## src/rtl/path_delay_sequencer.sv

```systemverilog
// rtl/path_delay_sequencer.sv - launches edges on a buffer chain and times their return in clock cycles
// Optional accumulator output sum_delay enabled by PATH_DELAY_SEQ_ACCUM_EN.
module path_delay_sequencer #(
  parameter int CNT_W      = 8,
  parameter int TRIALS_W   = 4,
  parameter int TIMEOUT    = 200,
  parameter int SETTLE_CYC = 4
) (
  input  logic                      clk,
  input  logic                      rst_n,
  input  logic                      start,
  input  logic [TRIALS_W-1:0]       num_trials,
  input  logic                      path_out,
  output logic                      path_in,
  output logic                      busy,
  output logic                      done,
  output logic                      timeout_err,
  output logic [TRIALS_W-1:0]       trial_cnt,
  output logic [CNT_W-1:0]          last_delay,
  output logic [CNT_W-1:0]          min_delay,
  output logic [CNT_W-1:0]          max_delay
`ifdef PATH_DELAY_SEQ_ACCUM_EN
  ,
  output logic [CNT_W+TRIALS_W-1:0] sum_delay
`endif
);

  typedef enum logic [2:0] {
    S_IDLE   = 3'd0,
    S_LAUNCH = 3'd1,
    S_WAIT   = 3'd2,
    S_SETTLE = 3'd3,
    S_DONE   = 3'd4
  } state_t;

  state_t                r_state;
  state_t                w_next;
  logic                  r_sync1;
  logic                  r_po_s;
  logic                  r_path_in;
  logic                  r_busy;
  logic                  r_timeout_err;
  logic [TRIALS_W-1:0]   r_num;
  logic [TRIALS_W-1:0]   r_trial_cnt;
  logic [CNT_W-1:0]      r_cnt;
  logic [CNT_W-1:0]      r_last_delay;
  logic [CNT_W-1:0]      r_min_delay;
  logic [CNT_W-1:0]      r_max_delay;
  logic                  w_match;
  logic                  w_timeout;
  logic                  w_last_trial;
  logic                  w_settle_end;
  logic [TRIALS_W-1:0]   w_trial_inc;

  // r_cnt equals the number of edges since the launch edge, so a loopback
  // matches when r_cnt==2: the depth of the synchroniser.
  assign w_match      = (r_po_s == r_path_in);
  assign w_timeout    = (r_cnt == CNT_W'(TIMEOUT - 1));
  assign w_trial_inc  = r_trial_cnt + TRIALS_W'(1);
  assign w_last_trial = (w_trial_inc == r_num);
  assign w_settle_end = (r_cnt == CNT_W'(SETTLE_CYC - 1));

  always_ff @(posedge clk) begin
    if (!rst_n) r_state <= S_IDLE;
    else        r_state <= w_next;
  end

  always_comb begin
    w_next = r_state;
    case (r_state)
      S_IDLE:   if (start) w_next = (num_trials == '0) ? S_DONE : S_LAUNCH;
      S_LAUNCH: w_next = S_WAIT;
      S_WAIT: begin
        if (w_match)        w_next = w_last_trial ? S_DONE : S_SETTLE;
        else if (w_timeout) w_next = S_DONE;
      end
      S_SETTLE: if (w_settle_end) w_next = S_LAUNCH;
      S_DONE:   w_next = S_IDLE;
      default:  w_next = S_IDLE;
    endcase
  end

`ifdef PATH_DELAY_SEQ_ACCUM_EN
  logic [CNT_W+TRIALS_W-1:0] r_sum;
  always_ff @(posedge clk) begin
    if (!rst_n) r_sum <= '0;
    else if (r_state == S_IDLE && start) r_sum <= '0;
    else if (r_state == S_WAIT && w_match) r_sum <= r_sum + {{TRIALS_W{1'b0}}, r_cnt};
  end
  assign sum_delay = r_sum;
`endif

  always_ff @(posedge clk) begin
    if (!rst_n) begin
      r_sync1       <= 1'b0;
      r_po_s        <= 1'b0;
      r_path_in     <= 1'b0;
      r_busy        <= 1'b0;
      r_timeout_err <= 1'b0;
      r_num         <= '0;
      r_trial_cnt   <= '0;
      r_cnt         <= '0;
      r_last_delay  <= '0;
      r_min_delay   <= '1;
      r_max_delay   <= '0;
    end else begin
      r_sync1 <= path_out;
      r_po_s  <= r_sync1;
      case (r_state)
        S_IDLE: begin
          if (start) begin
            r_num         <= num_trials;
            r_busy        <= 1'b1;
            r_timeout_err <= 1'b0;
            r_trial_cnt   <= '0;
            r_last_delay  <= '0;
            r_min_delay   <= '1;
            r_max_delay   <= '0;
          end
        end
        S_LAUNCH: begin
          r_path_in <= ~r_path_in;
          r_cnt     <= '0;
        end
        S_WAIT: begin
          if (w_match) begin
            r_last_delay <= r_cnt;
            r_min_delay  <= (r_cnt < r_min_delay) ? r_cnt : r_min_delay;
            r_max_delay  <= (r_cnt > r_max_delay) ? r_cnt : r_max_delay;
            r_trial_cnt  <= w_trial_inc;
            r_cnt        <= '0;
          end else begin
            r_cnt <= r_cnt + CNT_W'(1);
            if (w_timeout) r_timeout_err <= 1'b1;
          end
        end
        S_SETTLE: r_cnt <= r_cnt + CNT_W'(1);
        S_DONE:   r_busy <= 1'b0;
        default: ;
      endcase
    end
  end

  assign path_in     = r_path_in;
  assign busy        = r_busy;
  assign done        = (r_state == S_DONE);
  assign timeout_err = r_timeout_err;
  assign trial_cnt   = r_trial_cnt;
  assign last_delay  = r_last_delay;
  assign min_delay   = r_min_delay;
  assign max_delay   = r_max_delay;

endmodule
```

## config.mk

```make
export PLATFORM = sky130hd
export DESIGN_NAME = path_delay_sequencer
export DESIGN_NICKNAME = d
export VERILOG_FILES = /design/src/rtl/path_delay_sequencer.sv
export SDC_FILE = /design/constraint.sdc
export NUM_CORES = 1
export LEC_CHECK = 0
export ABC_AREA = 1
export CORE_UTILIZATION = 55
export CTS_BUF_LIST = sky130_fd_sc_hd__clkbuf_16
export CTS_CLUSTER_DIAMETER = 100
export DETAILED_ROUTE_END_ITERATION = 16
export GPL_ROUTABILITY_DRIVEN = 0
export GPL_TIMING_DRIVEN = 1
export PLACE_DENSITY = 0.81
export SYNTH_ARGS = -nofsm -noshare
export SYNTH_HDL_FRONTEND = slang
export SYNTH_SLANG_ARGS = --single-unit
export TNS_END_PERCENT = 30
```

## constraint.sdc

```tcl
create_clock -name clk -period 3.2 [get_ports clk]
set_input_delay 0.32 -clock clk [delete_from_list [all_inputs] [get_ports clk]]
set_output_delay 0.32 -clock clk [all_outputs]
set_load 0.02 [all_outputs]
```

==> metrics.cfg <==
[status]
outcome=finished, final reports clean

[global_route]
grt_util_all_layers_pct=24.8
grt_max_degree=27
first_global_vias=2261
grt_first_pass_wirelength_mm=9.94
antenna_found_initial=0
gr-total-overflow=0

[placement]
place_area_mm2=0.00298
portBuffers=39
hpwl_mm=4.43
dp.cells=444

[sta]
period_share_pct=61.4
rsz0062_at_grt=false
tightest_slew_ps=544
hold_viol=0
fin_setup_tns_ps=0
slew_headroom_pct=63.7
fin_crit_ps=1970
drv_slew=0
max_freq_mhz=509
finalSetupViolCount=0
finClkSkew_ps=4.74

[worst_hold_path]
hold_path_class=flop to flop
hold_end=r_po_s
holdPathStages=2
min_from=r_sync1

[power_and_ir_drop]
power_density_mw_per_mm2=858
power.switching_mw=1.15
pwr-share-seq_pct=32.9
power_frac_comb_pct=48.9
p_clk_share_pct=18.1
p_sw_share_pct=43.0
ir_drop_mv=0.460
p_leak_nw=1.38
p_int_mw=1.52

[cts]
htreeDepth=2
tritoncts=done
clock-sinks=48
post_cts_buffers=0
clk_latency_ps=280
path_clk_slew_ps=60
ctsResizeCount=0
cts_hold_buf=0
clockRootBuffer=clkbuf_16
cts_made_buffers=5
clockBufferDepth=2

[die]
core_area_mm2=0.00441
dieWidth_um=70.3
rows=24
ioPinCount=40
die_area_mm2=0.00494
die_h_um=70.3
initial_utilization_pct=58.0

[drt]
dr.pass1.iters=4
drcViolationCount=0
vias=2457
drtIter0Drc=198
antenna_left=0
detail_route.wl_per_cell_um=13.0
routed_via_density=5.45
wl_mm=5.85

[logic_synthesis]
yosys-top-cells-area=dfxtp_1, nand2_1, ha_1, inv_1, nor2_1
yosys.area.top_type=dfxtp_1
synth-edff-count=0
yosysTopAreaCellShare_pct=37.5
synth_top_flop_cell=dfxtp_1
syn_inst=360
yosys_warnings=0
ys_async_sr_fraction_pct=0
ys_ff_latch=48
syn_nets=385
syn_avg_cell_area_um2=7.12
syn-cell-area_mm2=0.00256
yosys-top-cells-count=nand2_1, dfxtp_1, inv_1, nor2_1, nand3_1
yosysMostFrequentCell=nand2_1
synth.distinct_cells=31
yosysSeqAreaShare_pct=37.5

[layout]
fillCellCount=378
syn2layout_area_growth_pct=21.6
layout.cells.non_filler=451
final_layout_size_suffix_gt1_share_pct=7.02
n_antenna_cell=0
final_core_util_pct=70.6
nets=424
design_area_mm2=0.00312

[setup_path]
worst-setup-path-type=flop to flop
crit_path_start_kind=flop
rrSetupSlack_ps=1230
worst_ep_required_time_ps=3340
r2r-end=trial_cnt[2]
r2r-start=r_state[2]
end_kind=flop
reg2reg_depth=8
crit_fanout=14
cp.arrival_ps=2110

[run]
maxCapViolCount=0

## cells in the final DEF, fill, tap and decap left out, drive strengths merged, types with 7 or more instances in the layout
cell and n:
nand2 77, ha 17, nand3 32, o21ai 20
nand4 12, nor3 7, nor2 47, clkdlybuf4s50 39
dfxtp 48, inv 51, a21oi 28
## power groups by stage
stage | registers [mW] | clock network [mW] | logic, mW
CTS | 0.880 | 0.497 | 1.31
global placement | 0.889 | 0 | 1.27
finish | 0.880 | 0.485 | 1.31
floorplan | 1.01 | 0 | 0.801
detailed placement | 0.892 | 0 | 1.30
global route | 0.901 | 0.516 | 1.47
## worst max-delay path, stage by stage, from the launching register on
cell and delay (ps):
dfxtp_1 360, inv_2 100, nand3_2 250, inv_2 300, nand2_2 140, nand2_2 260, inv_2 160, a31oi_1 200
a211oi_2 60
## per-stage QoR
step                      worst slack, ps  total power [mW]  hold WS (ps)
after floorplan                      1500              1.81           390
after global placement               1350              2.16           393
after detailed placement             1270              2.19           404
after CTS                            1230              2.69           418
after global routing                 1070              2.88           443
final                                1230              2.67           414
## worst max path at each step
stage                  from           end
2_1_floorplan  min_delay[7]  min_delay[0]
3_3_place_gp          start  trial_cnt[2]
3_5_place_dp          start  trial_cnt[2]
4_1_cts          r_state[2]  trial_cnt[2]
5_1_grt          r_state[2]  trial_cnt[2]
6_report         r_state[2]  trial_cnt[2]
## layer usage
layer | vias up | share of wire [%] | global-route usage (%)
li1 | 1256 | - | -
met1 | 1133 | 45 | 31.6
met3 | 10 | 3.8 | 4.62
met5 | - | 0 | 0
met2 | 58 | 50 | 42.2
met4 | 0 | 1.2 | 7.56
## layout make-up
cell class,instances,area (um^2),area share (%)
timing repair buffer,40,398,12.8
multi-input combinational,254,1370,44.0
sequential,48,961,30.8
tap,52,65.1,2.09
clock inverter,2,8.76,0.281
clock buffer,5,125,4.01
inverter,50,188,6.02
## state kept, by name, summed over array words and instances, names as in the netlist
name and cells:
timeout_err 1, last_delay 8, r_sync1 1, r_num 4, path_in 1, max_delay 8
r_state 3, r_po_s 1, trial_cnt 4, min_delay 8, r_cnt 8, busy 1
## cells by family (layout without fill, tap and decap cells)
group,count (synthesis),in the layout,share of synthesized area [%]
DFF,48,48,37.5
xor gates and xnor gates,4,4,1.37
adders and majority gates,17,17,8.30
and+or+nand+nor,178,178,31.2
buffers and inverters,58,97,8.98
AOI/OAI and AO/OA,55,55,12.6
Power figures use the tool's default switching activity.
